==> config.mk <==
export PLATFORM = sky130hd
export DESIGN_NAME = lane_issue_seq
export DESIGN_NICKNAME = d
export VERILOG_FILES = /design/src/rtl/lane_issue_seq.sv
export SDC_FILE = /design/constraint.sdc
export NUM_CORES = 1
export LEC_CHECK = 0
export CORE_AREA = 2 2 72 74
export DETAILED_ROUTE_END_ITERATION = 12
export DIE_AREA = 0 0 74 76
export PLACE_DENSITY_LB_ADDON = 0.3
export SYNTH_ARGS = -nofsm -noshare
export SYNTH_HDL_FRONTEND = slang
export SYNTH_SLANG_ARGS = --single-unit
export TNS_END_PERCENT = 10
==> constraint.sdc <==
create_clock -name clk -period 2.8 [get_ports clk]
set_input_delay 0.42 -clock clk [delete_from_list [all_inputs] [get_ports clk]]
set_output_delay 0.42 -clock clk [all_outputs]
set_load 0.02 [all_outputs]
==> src/rtl/lane_issue_seq.sv <==
// Element sequencer for one vector lane: takes a whole vector instruction, issues it
// as per-element micro-ops under a credit limit, and collects per-element completions.
module lane_issue_seq #(
  parameter int unsigned VLEN_MAX        = 64,
  parameter int unsigned VL_W            = 7,
  parameter int unsigned OP_W            = 6,
  parameter int unsigned TAG_W           = 5,
  parameter int unsigned MAX_OUTSTANDING = 8
) (
  input  logic              clk,
  input  logic              reset,
  input  logic              inst_valid,
  output logic              inst_ready,
  input  logic [OP_W-1:0]   inst_op,
  input  logic [VL_W-1:0]   inst_vl,
  input  logic [TAG_W-1:0]  inst_tag,
  output logic              elem_valid,
  input  logic              elem_ready,
  output logic [OP_W-1:0]   elem_op,
  output logic [VL_W-2:0]   elem_idx,
  output logic              elem_last,
  output logic [TAG_W-1:0]  elem_tag,
  input  logic              res_valid,
  output logic              done_valid,
  output logic [TAG_W-1:0]  done_tag,
  output logic              busy,
  output logic              proto_err
);

  localparam int unsigned IDX_W = VL_W - 1;
  localparam int unsigned OUT_W = $clog2(MAX_OUTSTANDING + 1);
  localparam logic [VL_W-1:0]  VLEN_MAX_L = VL_W'(VLEN_MAX);
  localparam logic [OUT_W-1:0] OUT_MAX    = OUT_W'(MAX_OUTSTANDING);

  typedef enum logic [1:0] {
    S_IDLE  = 2'd0,
    S_ISSUE = 2'd1,
    S_DRAIN = 2'd2
  } state_e;

  state_e             state_q, state_d;
  logic [OP_W-1:0]    op_q, op_d;
  logic [TAG_W-1:0]   tag_q, tag_d;
  logic [VL_W-1:0]    vl_q, vl_d;
  logic [IDX_W-1:0]   idx_q, idx_d;
  logic [OUT_W-1:0]   out_q, out_d;
  logic               inst_ready_q, inst_ready_d;
  logic               elem_valid_q, elem_valid_d;
  logic               elem_last_q, elem_last_d;
  logic               done_valid_q, done_valid_d;
  logic [TAG_W-1:0]   done_tag_q, done_tag_d;
  logic               busy_q, busy_d;
  logic               proto_err_q, proto_err_d;

  logic               accept;
  logic               hs;
  logic               ret;
  logic [VL_W-1:0]    vl_clamp;

  // State and output registers; reset discards any in-flight instruction.
  always_ff @(posedge clk or negedge reset) begin
    if (!reset) begin
      state_q      <= S_IDLE;
      op_q         <= '0;
      tag_q        <= '0;
      vl_q         <= '0;
      idx_q        <= '0;
      out_q        <= '0;
      inst_ready_q <= 1'b0;
      elem_valid_q <= 1'b0;
      elem_last_q  <= 1'b0;
      done_valid_q <= 1'b0;
      done_tag_q   <= '0;
      busy_q       <= 1'b0;
      proto_err_q  <= 1'b0;
    end else begin
      state_q      <= state_d;
      op_q         <= op_d;
      tag_q        <= tag_d;
      vl_q         <= vl_d;
      idx_q        <= idx_d;
      out_q        <= out_d;
      inst_ready_q <= inst_ready_d;
      elem_valid_q <= elem_valid_d;
      elem_last_q  <= elem_last_d;
      done_valid_q <= done_valid_d;
      done_tag_q   <= done_tag_d;
      busy_q       <= busy_d;
      proto_err_q  <= proto_err_d;
    end
  end

  // Next-state, credit accounting and next values of the registered outputs.
  always_comb begin
    state_d      = state_q;
    op_d         = op_q;
    tag_d        = tag_q;
    vl_d         = vl_q;
    idx_d        = idx_q;
    done_valid_d = 1'b0;
    done_tag_d   = done_tag_q;
    proto_err_d  = proto_err_q;

    accept   = inst_valid && inst_ready_q;
    hs       = elem_valid_q && elem_ready;
    vl_clamp = (inst_vl > VLEN_MAX_L) ? VLEN_MAX_L : inst_vl;

    // A return in the same cycle as an issue is always legal, even from zero.
    ret   = res_valid && ((out_q != '0) || hs);
    out_d = out_q + OUT_W'(hs) - OUT_W'(ret);
    if (res_valid && (out_q == '0) && !hs) begin
      proto_err_d = 1'b1;
    end

    unique case (state_q)
      S_IDLE: begin
        if (accept) begin
          op_d  = inst_op;
          tag_d = inst_tag;
          vl_d  = vl_clamp;
          idx_d = '0;
          if (vl_clamp == '0) begin
            done_valid_d = 1'b1;
            done_tag_d   = inst_tag;
          end else begin
            state_d = S_ISSUE;
          end
        end
      end
      S_ISSUE: begin
        if (hs) begin
          idx_d = idx_q + IDX_W'(1);
          if (elem_last_q) begin
            state_d = S_DRAIN;
          end
        end
      end
      S_DRAIN: begin
        if (out_d == '0) begin
          done_valid_d = 1'b1;
          done_tag_d   = tag_q;
          state_d      = S_IDLE;
        end
      end
      default: begin
        state_d = S_IDLE;
      end
    endcase

    elem_valid_d = (state_d == S_ISSUE) && (out_d < OUT_MAX);
    elem_last_d  = (state_d == S_ISSUE) && ({1'b0, idx_d} == (vl_d - VL_W'(1)));
    // Hold off dispatch during the completion cycle of a nonzero-length instruction.
    inst_ready_d = (state_d == S_IDLE) && (state_q != S_DRAIN);
    busy_d       = (state_d != S_IDLE);
  end

  assign inst_ready = inst_ready_q;
  assign elem_valid = elem_valid_q;
  assign elem_op    = op_q;
  assign elem_idx   = idx_q;
  assign elem_last  = elem_last_q;
  assign elem_tag   = tag_q;
  assign done_valid = done_valid_q;
  assign done_tag   = done_tag_q;
  assign busy       = busy_q;
  assign proto_err  = proto_err_q;

endmodule
== Word level (Yosys, flattened, before mapping) ==
Cells that the tools add are included.
W data, S select, Z words.
Word-level totals
  register bits after elaboration: 41
  output and inout bits: 28
  word-level logic and storage cells: 67
Operators by class
  add/sub/neg operators: 4
  order comparisons: 2
  equality and inequality tests: 8
  multiplexer cells: 20
  reduce and logical (&&, ||, !) cells: 20
Operators by type and width (number)
  $mux W7: 3
  $mux W5: 3
  $mux W6: 2
  $pmux W6 S2: 1
  $mux W2: 5
  $pmux W5 S2: 1
  $logic_and A1 B1 Y1: 8
  $logic_not A4 Y1: 2
  $ne A2 B2 Y1 const B: 4
  $eq A6 B7 Y1: 1
  $gt A7 B7 Y1 const B: 1
  $logic_not A7 Y1: 1
  $sub A7 B1 Y7 const B: 1
  $add A6 B1 Y6 const B: 1
  $pmux W2 S3: 1
  $add A4 B1 Y4: 1
  $eq A2 B1 Y1 const B: 2
  $logic_not A2 Y1: 2
  $lt A4 B4 Y1 const B: 1
  $reduce_and A4 Y1: 1
  $reduce_bool A2 Y1: 2
  $reduce_bool A4 Y1: 1
  $sub A4 B1 Y4: 1
  $mux W1: 3
  5 further kinds: 5

== Logic depth before layout (Yosys ltp) ==
Gate-level depths: netlist (run 1).
  depth after elaboration: 9
  gate-level depth with buffers: 14
  depth with buffers taken out: 14

== Worst setup path before layout (run 1) ==
No wires, ideal clock.
  path kind: register to register
  start: register elem_valid_q, in the netlist elem_valid
  end: register done_tag_q[3], in the netlist done_tag[3]
  setup time: 0.125 ns
  arrival time: 2.765 ns
  slack: -0.090 ns
  stages on the path, launching flop included: 14
  clock period less this slack: 2.890 ns
  cell sequence: dfrtp_1 nand2_1 a31oi_1 ha_1 inv_1 ha_1 inv_1 fa_1 xor2_1 inv_1 nor4b_1 a21oi_1 nor2_2 mux2_2
Between the ends
  word-level cells in the longest chain between the ends: 7
  elaborated cells between the ends (all ways): 8
  those cells by class: 2 x add/sub; 1 x eq/ne; 5 x reduce/logical
Ends and longest elaborated chain
  from (decl): RTL line 48  | logic elem_valid_q, elem_valid_d;
  from (signal assigned): RTL line 84  | elem_valid_q <= elem_valid_d;
  $logic_and A1 B1 Y1 (*): RTL line 105  | hs = elem_valid_q && elem_ready;
  branches (longest 2 deep; another with $add A4 B1 Y4)
  $sub A4 B1 Y4 (*): RTL line 110  | out_d = out_q + OUT_W'(hs) - OUT_W'(ret);
  named net out_d[2]: RTL line 46  | logic [OUT_W-1:0] out_q, out_d;
  $logic_not A4 Y1 (*): RTL line 139  | if (out_d == '0) begin
  $ne A2 B2 Y1 (no source line) (*)
  $reduce_and A4 Y1 (no source line) (*)
  to (signal assigned): RTL line 87  | done_tag_q <= done_tag_d;
  to (decl): RTL line 51  | logic [TAG_W-1:0] done_tag_q, done_tag_d;
Mark *: on every way through the listed nets, which the timed path passes.
A chain may end at the register's enable or synchronous reset.

== Final worst setup path (run 1) ==
  start: register out_q[2]
  end: register done_tag_q[3], in the netlist done_tag[3]
Between the ends
  word-level cells in the longest chain between the ends: 7
  elaborated cells between the ends (all ways): 8
  those cells by class: 2 x add/sub; 1 x eq/ne; 5 x reduce/logical
Ends and longest elaborated chain
  from (decl): RTL line 46
  from (signal assigned): RTL line 82  | out_q <= out_d;
  branches (longest 3 deep; another with $add A4 B1 Y4)
  $sub A4 B1 Y4 (*): RTL line 110
  named net out_d[2]: RTL line 46
  $logic_not A4 Y1 (*): RTL line 139
  $ne A2 B2 Y1 (no source line) (*)
  $reduce_and A4 Y1 (no source line) (*)
Marks and branches as above.

==> results.md, run 1 <==
* Result of the run: finished with violations
* Violations in the final reports: setup timing
* Routed WL per cell at 13.5 um
* Post-Synthesis Net Count at 248
* Die Width at 74 um
* Latest clock arrival within the worst-skew pair at 0.29 ns
* GR Layer Usage met3 at 0.0595
* Crit-path slowest cell: sky130_fd_sc_hd__dfrtp_1
* Antenna diodes at 0
* Critical Path Max Stage Delay at 0.39 ns
* Final worst-path setup slack at -0.138 ns
* Layout overhead on the synthesized area at 42.7%
* Cell chosen for the clock root: sky130_fd_sc_hd__clkbuf_8
* Ys async rst share at 1.00
* Reported max-cap violation count at 0
* Category of the most critical setup path: register to register
* Commonest register cell after synthesis: sky130_fd_sc_hd__dfrtp_1
* DR iter-0 viols at 138
* Global placer's final weighted congestion at 0.824
* Pre-CTS worst setup slack at -0.672 ns
* CTS Hold Bufs at 0
* Worst reg-to-reg path cell count at 15
* Count of input and output buffers at 50
* Number of buffers inserted during clock tree synthesis at 5
* Share of post-route cells with drive strength above 1 at 0.201
* Top cells by area in the synthesized netlist: sky130_fd_sc_hd__dfrtp_1 48%, sky130_fd_sc_hd__nand2_1 8.6%, sky130_fd_sc_hd__xnor2_1 4.5%
* Total of warnings raised by yosys at 0
* Number of antenna violations at the first check in global routing at 0
* DRT Pass-1 Iters at 5
* Distinct cells, synth at 48
* Highest ir drop seen on vdd at 0.381 mV
* Aggregate global-route resource usage at 0.193
* Relative max-transition margin at 0.402
* Highest clock frequency the design can meet at 340 MHz
* Worst setup startpoint: out_q[2]
* Total chip power at 2330 uW
* Floorplan row count at 26
* Total vias in the final route at 1,775
* Grt ovf at 0
* Pin count of the biggest net entering global routing at 42
* Worst Path Arrival at 3.11 ns
* Final count of negative-setup-slack endpoints at 5
* Cell-by-cell listing of the critical path: inv_2 > ha_4 > a31oi_2 > ha_1 > inv_1 > ha_2 > inv_2 > fa_2 > xor2_2 > inv_2 > nor4b_4 > a21oi_2 > nor2_2 > buf_6 > mux2_4
* Grt met1 use at 0.273
* Utilization after layout at 0.618
* Wirelength, routed at 4.83 mm
* Sequential share of the synthesized area at 0.482
* Register bit total from synthesis at 41
* Total of fill cells in the finished design at 406
* Setup repair after global routing missed its margin: true
* Effective utilization at floorplan at 0.434
* Most common cell on crit path: sky130_fd_sc_hd__inv_2
* Vias per std cell at 4.96
* Leakage power at 0.00139 uW
* Top delay family on crit path: adder cells
* Final-layout worst hold slack at 0.251 ns
* H-tree Lvls at 2
* Start of the worst register-to-register path: out_q[2]
* Gate count of the mapped netlist at 217
* Logic depth of the worst path, buffers included at 15
* Worst clock skew at 0.0105 ns
* Min Clock Period, post-route at 2.94 ns
* Top cell type's share of synthesized area at 0.482
* Synthesized area divided by synthesized cell count at 9.81 um^2
* Area of the placeable core at 0.00491 mm^2
* Hpwl dp at 3.31 mm
* Hold Crit Class: primary input to asynchronous set/reset pin
* Final ANT Viol Nets at 0
* Die span in y at 76 um
* Number of sinks handled by clock tree synthesis at 41
* EDFF count, synth at 0
* Final count of hold timing violations at 0
* IO Count at 51
* Area enclosed by the die boundary at 0.00562 mm^2
* CP Launch Type: register
* Final period util at 1.05
* CP Data Required Time at 2.97 ns
* Transition time of the tightest slew-check pin at 0.897 ns
* Cell Area, Synth at 0.00213 mm^2
* Biggest area consumer among synthesized cells: sky130_fd_sc_hd__dfrtp_1
* Via count of the first global-routing pass at 1,793
* Power per unit of standard cell area at 766 mW/mm^2
* DRC violations left at 0
* Global-route wire length before repair at 8.47 mm
* Most heavily used metal layer in global routing: met2
* Maximum fanout count along the critical path at 6
* Critical path buffer and inverter count at 5
* Final number of max-transition violations at 0
* Clock-pin slew on the worst setup and hold paths at 0.08 ns
* Capturing element type of the critical path: register
* TritonCTS clock tree: yes
* Grt met2 use at 0.280
* Final #Nets at 318
* Longest Clk Path Bufs at 2
-- final timing paths --
path | endpoint | slack, ns
worst min register to register | proto_err | 0.47
max in group asynchronous | elem_valid | 1.94
worst min-delay path | elem_idx[0] | 0.25
worst max register to register | done_tag[3] | -0.14
min in group clk | proto_err | 0.47
worst max-delay path | done_tag[3] | -0.14
-- stage by stage --
stage	area, um^2	setup TNS (ns)	std cells
global placement	2800	-3.45	343
global route	3040	-1.41	358
floorplan	2130	0	217
finish	3040	-0.665	358
CTS	3000	-0.693	356
detailed placement	2800	-3.93	343
-- cell type report --
type / count / area, um^2 / area share
Clock buffer: 7 / 86.3 / 0.0284
Timing Repair Buffer: 71 / 654 / 0.215
Inverter: 14 / 52.6 / 0.0173
Multi-Input combinational cell: 154 / 1100 / 0.362
Clock inverter: 1 / 30.0 / 0.00988
Sequential cell: 41 / 1030 / 0.338
Tap cell: 70 / 87.6 / 0.0288
-- logic make-up after synthesis --
logic type               count (synthesis)  synth area share
multiplexers                            13            0.0670
flip-flops                              41             0.482
buffers and inverters                   22            0.0435
XOR/XNOR                                16            0.0658
AO/OA/AOI/OAI                           30            0.0940
AND/OR/NAND/NOR                         87             0.197
adder cells (fa/ha/maj)                  8            0.0505
-- synth_stat cells, types with 3 or more instances --
cell type                  number
sky130_fd_sc_hd__xnor2_1       11
sky130_fd_sc_hd__mux2i_1        3
sky130_fd_sc_hd__nand2_1       49
sky130_fd_sc_hd__xor2_1         5
sky130_fd_sc_hd__a21oi_1        6
sky130_fd_sc_hd__ha_1           7
sky130_fd_sc_hd__nor2_1         9
sky130_fd_sc_hd__dfrtp_1       41
sky130_fd_sc_hd__mux2_2         6
sky130_fd_sc_hd__buf_1          3
sky130_fd_sc_hd__nand3_1        4
sky130_fd_sc_hd__o21ai_1        3
sky130_fd_sc_hd__nor3_1         5
sky130_fd_sc_hd__o21ai_0        6
sky130_fd_sc_hd__inv_1         14
sky130_fd_sc_hd__mux2_1         4
sky130_fd_sc_hd__nand2b_1       4
-- layer usage --
layer / up-vias / wire (um)
met1: 834 / 2180
li1: 877 / -
met4: 0 / 62
met5: - / 0
met2: 57 / 2260
met3: 7 / 326
-- registers in the layout, summed over array words and instances (netlist names), 2 cells and up --
signal	cells
elem_op	6
state_q	2
elem_tag	5
elem_idx	6
done_tag	5
out_q	4
vl_q	7
-- cell usage in the layout, fill, tap and decap left out, types with 5 or more instances in the layout --
master / synthesis / layout
sky130_fd_sc_hd__nor3_1: 5 / 5
sky130_fd_sc_hd__a21oi_1: 6 / 5
sky130_fd_sc_hd__clkbuf_8: 0 / 6
sky130_fd_sc_hd__nor2_1: 9 / 8
sky130_fd_sc_hd__mux2_4: 0 / 5
sky130_fd_sc_hd__ha_1: 7 / 5
sky130_fd_sc_hd__buf_4: 0 / 20
sky130_fd_sc_hd__mux2_2: 6 / 5
sky130_fd_sc_hd__o21ai_0: 6 / 6
sky130_fd_sc_hd__xnor2_1: 11 / 11
sky130_fd_sc_hd__inv_1: 14 / 10
sky130_fd_sc_hd__nand2_1: 49 / 48
sky130_fd_sc_hd__clkdlybuf4s50_1: 0 / 47
sky130_fd_sc_hd__dfrtp_1: 41 / 40
-- where the power goes --
part | internal [uW] | switching (uW)
Clock | 291 | 200
Combinational | 581 | 507
Sequential | 679 | 69.8
-- timing repair --
action | in CTS | in global routing
pin swaps | 9 | 4
resized for setup | 17 | 5
setup endpoints to repair | 6 | 7
buffers inserted | 5 | 2
No activity file was read; power rests on OpenSTA's default activity.
==> run 2: changes to the inputs <==
Settings changed: CELL_PAD_IN_SITES_DETAIL_PLACEMENT set to 1, CELL_PAD_IN_SITES_GLOBAL_PLACEMENT set to 2, CORE_AREA 2 2 72 74 to 2 2 92 94, DIE_AREA 0 0 74 76 to 0 0 94 96.
==> run 2 against run 1 <==
  * Cell count increased by 12%
  * Count of clock-buffer cells in the layout unchanged
  * Critical path type unchanged
  * The run still ends with setup timing left
  * Clock skew decreased by 0.0023 ns
  * Design area increased by 3.3%
  * Power increased by 5.4%
  * Non-clock buffer count increased by 7
  * Utilization decreased by 23 points
  * Largest power group unchanged
  * Wire length increased by 21%
  * Worst hold slack got worse by 0.15 ns
  * Sequential cell count unchanged
==> results.md, run 2 (synthesis results as in run 1) <==
* Final std cells w/o fill at 400 (+12%)
* Worst reg-to-reg path cell count at 14 (-1)
* CP Launch Type: register
* Highest-count cells in the layout ignoring fill and taps: 48 x sky130_fd_sc_hd__nand2_1, 47 x sky130_fd_sc_hd__clkdlybuf4s50_1, 40 x sky130_fd_sc_hd__dfrtp_1
* Worst setup startpoint: out_q[0]
* Final ANT Viol Nets at 0 (unchanged)
* Reg with most FFs: vl_q
* Vias per std cell at 4.55 (-8.3%)
* Relative max-transition margin at 0.635 (+0.233)
* Worst flop-to-flop path endpoint: done_tag[2]
* H-tree Lvls at 2 (unchanged)
* Antenna diodes at 0 (unchanged)
* Final worst-path setup slack at -0.105 ns (+0.0328 ns)
* Number of buffers inserted during clock tree synthesis at 5 (unchanged)
* Hpwl dp at 4.33 mm (+31%)
* Share of post-route cells with drive strength above 1 at 0.214 (+0.0122)
* Aggregate global-route resource usage at 0.139 (-0.0532)
* Longest Clk Path Bufs at 2 (unchanged)
* Final count of hold timing violations at 0 (unchanged)
* Hold Crit Class: primary input to asynchronous set/reset pin
* TritonCTS clock tree: yes
* Capture point of the worst path: done_tag[2]
* Pre-CTS worst setup slack at -0.751 ns (-0.0794 ns)
* Area of the placeable core at 0.00805 mm^2 (+64%)
* Reported max-cap violation count at 0 (unchanged)
* Worst Path Arrival at 3.08 ns (-0.03 ns)
* DRC violations left at 0 (unchanged)
* DR iter-0 viols at 28 (-80%)
* Final #Nets at 325 (+2.2%)
* Number of antenna violations at the first check in global routing at 0 (unchanged)
* Reg2reg setup slack at -0.11 ns (+0.03 ns)
* Clock-pin slew on the worst setup and hold paths at 0.08 ns (about the same)
* Global-route wire length before repair at 9.82 mm (+16%)
* Maximum fanout count along the critical path at 4 (-2)
* Final number of max-transition violations at 0 (unchanged)
* Utilization after layout at 0.390 (-0.229)
* Via count of the first global-routing pass at 1,932 (+7.8%)
* Most common cell after layout, fill and taps aside: sky130_fd_sc_hd__nand2_1
* Transition time of the tightest slew-check pin at 0.547 ns (-0.350 ns)
* Number of sinks handled by clock tree synthesis at 41 (unchanged)
* Final period util at 1.04 (-0.0117)
* Die span in y at 96 um (+26%)
* Result of the run: finished with violations
* Placed insts at 384 (+12%)
* Area enclosed by the die boundary at 0.00902 mm^2 (+60%)
* Effective utilization at floorplan at 0.264 (-0.169)
* Accumulated negative setup slack at -0.594 ns (+0.0716 ns)
* Global placer's final weighted congestion at 0.746 (-9.5%)
* Max reg flops at 7 (unchanged)
* Worst clock skew at 0.00824 ns (-0.00226 ns)
* Category of the most critical setup path: register to register
* Start of the worst register-to-register path: out_q[0]
* Highest clock frequency the design can meet at 344 MHz (+1.1%)
* DRT Pass-1 Iters at 4 (-1)
* Pin count of the biggest net entering global routing at 22 (-48%)
* Grt ovf at 0 (unchanged)
* CP Data Required Time at 2.98 ns (about the same)
* Leakage power at 0.00143 uW (+2.4%)
* Power per unit of standard cell area at 781 mW/mm^2 (+2.0%)
* Count of input and output buffers at 50 (unchanged)
* Highest ir drop seen on vdd at 0.265 mV (-31%)
* Min Clock Period, post-route at 2.91 ns (-0.0328 ns)
* Total vias in the final route at 1,818 (+2.4%)
* Floorplan row count at 33 (+27%)
* Cell chosen for the clock root: sky130_fd_sc_hd__clkbuf_8
* Setup repair after global routing missed its margin: true
* Wirelength, routed at 5.83 mm (+21%)
* Latest clock arrival within the worst-skew pair at 0.28 ns (about the same)
* Total chip power at 2450 uW (+5.4%)
* Die Width at 94 um (+27%)
* Violations in the final reports: setup timing
* CTS Hold Bufs at 0 (unchanged)
* IO Count at 51 (unchanged)
* Routed WL per cell at 14.6 um (+8.1%)
* Layout overhead on the synthesized area at 47.4%
* Final count of negative-setup-slack endpoints at 7 (+2)
* Capturing element type of the critical path: register
==> run 2: routing by layer <==
metal  track usage  vias to the layer above  share of wire
met5             0                        -              0
met4        0.0362                        0         0.0075
met3        0.0360                        4          0.053
met2         0.217                       42           0.45
met1         0.194                      882           0.49
li1              -                      890              -
==> run 2: area by class of cell <==
type | instances | area [um^2]
Tap cell | 105 | 131
Multi-Input combinational cell | 154 | 1090
Fill cell | 923 | 4910
Timing Repair Buffer | 78 | 722
Clock inverter | 1 | 30.0
Sequential cell | 41 | 1030
Clock buffer | 7 | 86.3
Inverter | 14 | 52.6
==> run 2: metrics by stage <==
stage / cell area, um^2 / hold WS, ns
2_1_floorplan: 2130 / 0.124
3_3_place_gp: 2890 / 0.431
3_5_place_dp: 2890 / 0.430
4_1_cts: 3070 / 0.110
5_1_grt: 3140 / 0.129
6_report: 3140 / 0.0986
==> run 2: power by group <==
part           internal [uW]  switching, uW  total [uW]
clock network            291            209         500
registers                679           72.4         751
logic                    663            537        1200
total                   1630            818        2450
==> run 2: what timing repair did <==
action / 4_1_cts / 5_1_grt
gates resized for setup: 6 / 18
buffers inserted: 7 / 1
endpoints found under the setup margin: 6 / 9
pin swaps: 4 / 9
==> run 2: critical path, stage by stage (launching register included) <==
cell and delay, ns:
sky130_fd_sc_hd__dfrtp_1 0.40, sky130_fd_sc_hd__nor2_1 0.15, sky130_fd_sc_hd__a31oi_1 0.10, sky130_fd_sc_hd__ha_1 0.31
sky130_fd_sc_hd__inv_2 0.07, sky130_fd_sc_hd__ha_4 0.13, sky130_fd_sc_hd__inv_2 0.04, sky130_fd_sc_hd__fa_2 0.40
sky130_fd_sc_hd__xor2_2 0.18, sky130_fd_sc_hd__inv_2 0.06, sky130_fd_sc_hd__nor4b_2 0.26, sky130_fd_sc_hd__a21oi_1 0.11
sky130_fd_sc_hd__nor2_2 0.16, sky130_fd_sc_hd__buf_6 0.13, sky130_fd_sc_hd__mux2_4 0.29
==> run 2: worst min path at each step <==
stage                      from           to  cells after the start
after floorplan           reset         busy                      0
after global placement    reset  elem_idx[3]                      1
after detailed placement  reset  elem_idx[3]                      1
after CTS                 reset  elem_idx[3]                      1
after global routing      reset   inst_ready                      1
final                     reset  elem_idx[3]                      1
